===== src/rtl/alu16_seq_pkg.sv =====
// Shared encodings for the 16-bit ADD/ADC/SBC sequencer: op codes, FSM states,
// F-register bit positions and the 8-bit ALU function codes.
package alu16_seq_pkg;

   localparam logic [2:0] OP_ADD16 = 3'd0;
   localparam logic [2:0] OP_ADC16 = 3'd1;
   localparam logic [2:0] OP_SBC16 = 3'd2;
   localparam logic [2:0] OP_INC16 = 3'd3;
   localparam logic [2:0] OP_DEC16 = 3'd4;

   typedef enum logic [1:0] {IDLE, LO, HI} state_t;

   localparam int FLAG_S = 7;
   localparam int FLAG_Z = 6;
   localparam int FLAG_H = 4;
   localparam int FLAG_V = 2;
   localparam int FLAG_N = 1;
   localparam int FLAG_C = 0;

   localparam logic [1:0] ALU_ADD = 2'd0;
   localparam logic [1:0] ALU_ADC = 2'd1;
   localparam logic [1:0] ALU_SUB = 2'd2;
   localparam logic [1:0] ALU_SBC = 2'd3;

endpackage


===== src/rtl/alu16_sequencer_alu8.sv =====
// 8-bit ALU slice. co/hco are raw adder carry-outs of bit 7 / bit 3; for SUB/SBC
// they read 1 = no borrow. cin for SBC is a borrow (Z80 style).
module alu16_sequencer_alu8
   import alu16_seq_pkg::*;
(
   input  logic [7:0] a,
   input  logic [7:0] b,
   input  logic [1:0] func,
   input  logic       cin,
   output logic [7:0] res,
   output logic       co,
   output logic       hco,
   output logic       v,
   output logic       z
);

   logic       sub;
   logic       ci;
   logic [7:0] bb;
   logic [8:0] sum9;
   logic [4:0] half;

   always_comb begin
      sub = func[1];
      bb  = sub ? ~b : b;
      case (func)
         ALU_ADD: ci = 1'b0;
         ALU_ADC: ci = cin;
         ALU_SUB: ci = 1'b1;
         default: ci = ~cin;
      endcase
      sum9 = {1'b0, a} + {1'b0, bb} + {8'b0, ci};
      half = {1'b0, a[3:0]} + {1'b0, bb[3:0]} + {4'b0, ci};
      res  = sum9[7:0];
      co   = sum9[8];
      hco  = half[4];
      v    = (a[7] == bb[7]) && (sum9[7] != a[7]);
      z    = (sum9[7:0] == 8'h00);
   end

endmodule


===== src/rtl/alu16_sequencer.sv =====
// Z80 16-bit ADD/ADC/SBC on one shared 8-bit ALU: low byte then high byte.
// Define ALU16_INCDEC_EN to add INC16/DEC16 (ops 3/4); otherwise they are illegal.
module alu16_sequencer
   import alu16_seq_pkg::*;
(
   input  logic        clk,
   input  logic        reset,
   input  logic        start,
   input  logic [2:0]  op,
   input  logic [15:0] x,
   input  logic [15:0] y,
   input  logic [7:0]  f_in,
   output logic        busy,
   output logic        done,
   output logic [15:0] result,
   output logic [7:0]  f_out,
   output logic        illegal
);

   state_t      state_q, state_d;
   logic [2:0]  op_q, op_d;
   logic [15:0] x_q, x_d, y_q, y_d, result_q, result_d;
   logic [7:0]  f_q, f_d, lo_out_q, lo_out_d, f_out_q, f_out_d;
   logic        lo_cout_q, lo_cout_d, lo_z_q, lo_z_d;
   logic        done_q, done_d, illegal_q, illegal_d;

   logic        is_add, is_adc, is_sbc, is_inc, is_dec, is_sub, legal;
   logic [15:0] y_eff;
   logic [7:0]  alu_a, alu_b, alu_res;
   logic [1:0]  alu_func;
   logic        alu_cin, alu_co, alu_hco, alu_v, alu_z;
   logic        hi_h, hi_c;
   logic [7:0]  f_arith;

   alu16_sequencer_alu8 u_alu8 (
      .a(alu_a), .b(alu_b), .func(alu_func), .cin(alu_cin),
      .res(alu_res), .co(alu_co), .hco(alu_hco), .v(alu_v), .z(alu_z)
   );

   always_comb begin
      is_add = (op_q == OP_ADD16);
      is_adc = (op_q == OP_ADC16);
      is_sbc = (op_q == OP_SBC16);
`ifdef ALU16_INCDEC_EN
      is_inc = (op_q == OP_INC16);
      is_dec = (op_q == OP_DEC16);
`else
      is_inc = 1'b0;
      is_dec = 1'b0;
`endif
      is_sub = is_sbc | is_dec;
      legal  = is_add | is_adc | is_sbc | is_inc | is_dec;
      y_eff  = (is_inc | is_dec) ? 16'h0001 : y_q;

      // One ALU serves both bytes; state picks the byte, the function and the carry source.
      if (state_q == HI) begin
         alu_a    = x_q[15:8];
         alu_b    = y_eff[15:8];
         alu_func = is_sub ? ALU_SBC : ALU_ADC;
         alu_cin  = is_sub ? ~lo_cout_q : lo_cout_q;
      end else begin
         alu_a    = x_q[7:0];
         alu_b    = y_eff[7:0];
         alu_cin  = f_q[FLAG_C];
         if (is_adc)      alu_func = ALU_ADC;
         else if (is_sbc) alu_func = ALU_SBC;
         else if (is_dec) alu_func = ALU_SUB;
         else             alu_func = ALU_ADD;
      end

      hi_h    = is_sub ? ~alu_hco : alu_hco;
      hi_c    = is_sub ? ~alu_co  : alu_co;
      f_arith = 8'h00;
      f_arith[FLAG_H] = hi_h;
      f_arith[FLAG_C] = hi_c;
      if (is_add) begin
         f_arith[FLAG_S] = f_q[FLAG_S];
         f_arith[FLAG_Z] = f_q[FLAG_Z];
         f_arith[FLAG_V] = f_q[FLAG_V];
      end else begin
         f_arith[FLAG_S] = alu_res[7];
         f_arith[FLAG_Z] = lo_z_q & alu_z;
         f_arith[FLAG_V] = alu_v;
         f_arith[FLAG_N] = is_sbc;
      end
   end

   always_comb begin
      state_d   = state_q;
      op_d      = op_q;
      x_d       = x_q;
      y_d       = y_q;
      f_d       = f_q;
      lo_out_d  = lo_out_q;
      lo_cout_d = lo_cout_q;
      lo_z_d    = lo_z_q;
      result_d  = result_q;
      f_out_d   = f_out_q;
      illegal_d = illegal_q;
      done_d    = 1'b0;
      case (state_q)
         IDLE: if (start) begin
            state_d = LO;
            op_d    = op;
            x_d     = x;
            y_d     = y;
            f_d     = f_in;
         end
         LO: begin
            state_d   = HI;
            lo_out_d  = alu_res;
            lo_cout_d = alu_co;
            lo_z_d    = alu_z;
         end
         HI: begin
            state_d   = IDLE;
            done_d    = 1'b1;
            illegal_d = ~legal;
            if (!legal) begin
               result_d = x_q;
               f_out_d  = f_q;
            end else begin
               result_d = {alu_res, lo_out_q};
               f_out_d  = (is_inc | is_dec) ? f_q : f_arith;
            end
         end
         default: state_d = IDLE;
      endcase
   end

   always_ff @(posedge clk) begin
      if (reset) begin
         state_q   <= IDLE;
         op_q      <= 3'd0;
         x_q       <= 16'h0;
         y_q       <= 16'h0;
         f_q       <= 8'h0;
         lo_out_q  <= 8'h0;
         lo_cout_q <= 1'b0;
         lo_z_q    <= 1'b0;
         result_q  <= 16'h0;
         f_out_q   <= 8'h0;
         done_q    <= 1'b0;
         illegal_q <= 1'b0;
      end else begin
         state_q   <= state_d;
         op_q      <= op_d;
         x_q       <= x_d;
         y_q       <= y_d;
         f_q       <= f_d;
         lo_out_q  <= lo_out_d;
         lo_cout_q <= lo_cout_d;
         lo_z_q    <= lo_z_d;
         result_q  <= result_d;
         f_out_q   <= f_out_d;
         done_q    <= done_d;
         illegal_q <= illegal_d;
      end
   end

   assign busy    = (state_q != IDLE);
   assign done    = done_q;
   assign result  = result_q;
   assign f_out   = f_out_q;
   assign illegal = illegal_q;

endmodule


===== config.mk =====
export PLATFORM = sky130hd
export DESIGN_NAME = alu16_sequencer
export DESIGN_NICKNAME = d
export VERILOG_FILES = /design/src/rtl/alu16_seq_pkg.sv /design/src/rtl/alu16_sequencer_alu8.sv /design/src/rtl/alu16_sequencer.sv
export SDC_FILE = /design/constraint.sdc
export NUM_CORES = 1
export LEC_CHECK = 0
export ABC_AREA = 1
export BUFFER_PORTS_ARGS = -buffer_cell sky130_fd_sc_hd__buf_2
export CORE_ASPECT_RATIO = 1.1
export CORE_MARGIN = 5
export CORE_UTILIZATION = 50
export CTS_BUF_LIST = sky130_fd_sc_hd__clkbuf_4 sky130_fd_sc_hd__clkbuf_8 sky130_fd_sc_hd__clkbuf_16
export DETAILED_ROUTE_END_ITERATION = 6
export PLACE_DENSITY = 0.73
export RECOVER_POWER = 50
export SETUP_SLACK_MARGIN = 0.05
export SLEW_MARGIN = 25
export SYNTH_ARGS = -nofsm -noshare
export SYNTH_HDL_FRONTEND = slang
export SYNTH_SLANG_ARGS = --single-unit

===== constraint.sdc =====
create_clock -name clk -period 5.55 [get_ports clk]
set_clock_uncertainty 0.1 [all_clocks]
set_input_delay 0.2775 -clock clk [delete_from_list [all_inputs] [get_ports clk]]
set_output_delay 0.2775 -clock clk [all_outputs]
set_load 0.005 [all_outputs]

==> results.md <==
* Failing checks: capacitance limit, slew limit
* CTS Buffer Depth at 2
* Largest net degree at the start of global routing at 55
* CP endpoint kind: flop
* Share of the yosys chip area belonging to registers at 0.431
* CTS Sinks at 81
* DRC at 0
* Count of final setup violators at 0
* Hold Crit Class: input port to flop
* Setup Fix Bufs, Post-CTS at 0
* Placed cell areas at 0.00411 mm^2
* Routed WL per cell at 13.9 um
* Max Cap Viol at 1
* Fin area at 0.00427 mm^2
* Rows at 33
* Synthesis-stage register bit count at 81
* Most common cell on crit path: nor2_1
* CTS tree: built
* Nets at 617
* Status: finished, violations left
* Num CTS Buffers at 9
* Max Slew Vio Count at 55
* Worst-Skew Late Latency at 0.36 ns
* GRT Overall Usage at 0.205
* Post-DP HPWL at 6620 um
* Final worst-path cycle share at 0.706
* Worst slack, placed at 1.75 ns
* CTS Hold Buffers Added at 0
* Setup TNS at 0 ns
* Power Density at 313 mW/mm^2
* Fill cells at 724
* Worst EP arrival at 4.07 ns
* Clock Tree Root: clkbuf_8
* Slew HR at -0.273
* Min cycle time layout at 3.92 ns
* Clk pin slew, worst setup/hold paths at 0.08 ns
* Ant diodes at 0
* Layout Area Growth over Synthesis at 13.6%
* WP data required at 5.70 ns
* Max VDD drop at 0.119 mV
* Startpoint types: flop
* Die Ht at 101 um
* Core ar. at 0.00739 mm^2
* Post-cts sizing count at 0
* Gr ovfl total at 0
* P_leak at 0.00207 uW
* Initial antenna violation count at 0
* Synth warn at 0
* RSZ-0062 raised after global routing: no
* Boundary pin count at 73
* Setup Crit Path Kind: flop to flop
* Drt first-iter violations at 246
* Final worst setup slack at 1.63 ns
* Die Width at 92.7 um
* Syn_area_per_cell at 7.49 um^2
* H-tree levels at 3
* CP peak stage delay at 1.37 ns
* CP max FO at 54
* Vias per cell at 5.29
* Initial Utilization at 0.509
* Syn Nets at 557
* Netlist cell types at 37
* Layout cells sized above 1 at 0.157
* Slowest-stage cell, CP: clkbuf_1
* Cell area after synthesis at 0.00376 mm^2
* Gp weighted congestion at 0.883
* Vias in the first global route at 3274
* Gate Count Post-Synth at 502
* Die area at 0.00935 mm^2
* Worst Tran Pin Value at 1.91 ns
* F_max at 255 MHz
* First-pass DRT Iterations at 5
* I/O Buffers at 72
* DR vias at 3459
* Final Hold Fails at 0
* Detail Route Antenna Nets at 0
* Final wirelength at 9070 um
* First-pass GRT wire length at 15300 um
* Critical path, cell by cell: nor2_1 -> nand2_2 -> clkbuf_1 -> clkinv_1 -> nor2_1 -> nor2_1
==> power breakdown <==
| group | switching, uW | leakage (uW) | internal, uW | total, uW |
|---|---|---|---|---|
| Clock | 213 | 0.000104 | 217 | 430 |
| Sequential | 26.1 | 0.000666 | 622 | 648 |
| Combinational | 166 | 0.00130 | 94.3 | 260 |
==> cells in the final DEF (no fill, tap or decap), types with 2 or more instances in the layout <==
cell,n
dfxtp_1,81
nor2_1,96
o21ai_0,66
clkbuf_4,2
a21oi_1,37
inv_2,4
buf_2,58
mux2i_1,8
xor2_1,10
nand2_1,68
a31oi_1,2
inv_1,46
o21a_1,4
clkinv_2,3
clkbuf_1,14
o221ai_1,12
nand3_1,13
ha_1,7
nand4_1,6
clkbuf_8,9
fa_1,2
==> cells in the mapped netlist, drive strengths merged <==
cell / number / area, um^2
nand3: 14 / 75.1
nand2: 70 / 273
a21oi: 39 / 210
nand4: 6 / 37.5
mux2i: 8 / 80.1
o21ai: 68 / 344
xor2: 10 / 87.6
dfxtp: 81 / 1620
buf: 15 / 95.1
clkbuf: 10 / 37.5
nor2: 98 / 388
o31ai: 1 / 7.51
nor3: 2 / 21.3
fa: 2 / 40.0
a31oi: 2 / 12.5
inv: 51 / 194
o211ai: 1 / 7.51
o221ai: 12 / 105
ha: 7 / 87.6
clkinv: 1 / 3.75
o21a: 4 / 30.0
==> sequential cells by signal, indices dropped and copies added, names as in the netlist <==
signal     flops
op_q           3
x_q           16
illegal        1
y_eff         16
lo_out_q       8
lo_z_q         1
f_q            8
state_q        2
result        16
f_out          8
done           1
lo_cout_q      1
==> routing by layer <==
metal | up-vias | routed length (um) | GRT usage | part of all wire
li1 | 1767 | - | - | -
met1 | 1577 | 4120 | 0.263 | 0.45
met2 | 100 | 4230 | 0.331 | 0.47
met3 | 15 | 558 | 0.0560 | 0.061
met4 | 0 | 158 | 0.0755 | 0.017
met5 | - | 0 | 0 | 0
==> worst paths after layout <==
kind / startpoint / endpoint / slack [ns] / depth (start not counted)
worst max register to register: state_q[1] / f_q[6] / 1.63 / 6
worst min-delay path: x[14] / x_q[14] / 0.07 / 3
worst min register to register: lo_out_q[4] / result[4] / 0.36 / 2
worst max-delay path: state_q[1] / f_q[6] / 1.63 / 6
==> area by class of cell <==
type,count,area [um^2],area share
clock buffers,11,139,0.0325
clock inverters,5,53.8,0.0126
inverters,52,198,0.0463
multi-input cells,344,1800,0.421
flip-flops and latches,81,1620,0.380
well taps,87,109,0.0255
repair buffers,74,354,0.0829
==> cell families (layout without fill, tap and decap cells) <==
logic type | after synthesis | after routing | share of synthesized area
muxes | 8 | 8 | 0.0213
DFF | 81 | 81 | 0.431
adders and majority gates | 9 | 9 | 0.0340
buffers and inverters | 77 | 142 | 0.0879
and+or+nand+nor | 190 | 190 | 0.211
xor gates and xnor gates | 10 | 10 | 0.0233
AOI/OAI and AO/OA | 127 | 127 | 0.191
==> critical path: cells and delay by family, from the launching register on <==
| family | cells | cell delay (ns) |
|---|---|---|
| buf+inv | 2 | 2.74 |
| simple gates | 4 | 0.56 |
| flops | 1 | 0.39 |
==> stage by stage <==
step                      power, uW  hold slack [ns]  cells  utilization
after floorplan                 848            0.330    502            -
after global placement          919            0.342    638        0.556
after CTS                      1350           0.0629    654        0.582
final                          1340           0.0656    654        0.578
after global routing           1420           0.0602    654        0.578
after detailed placement        924            0.344    638        0.556
Power figures use the tool's default switching activity.
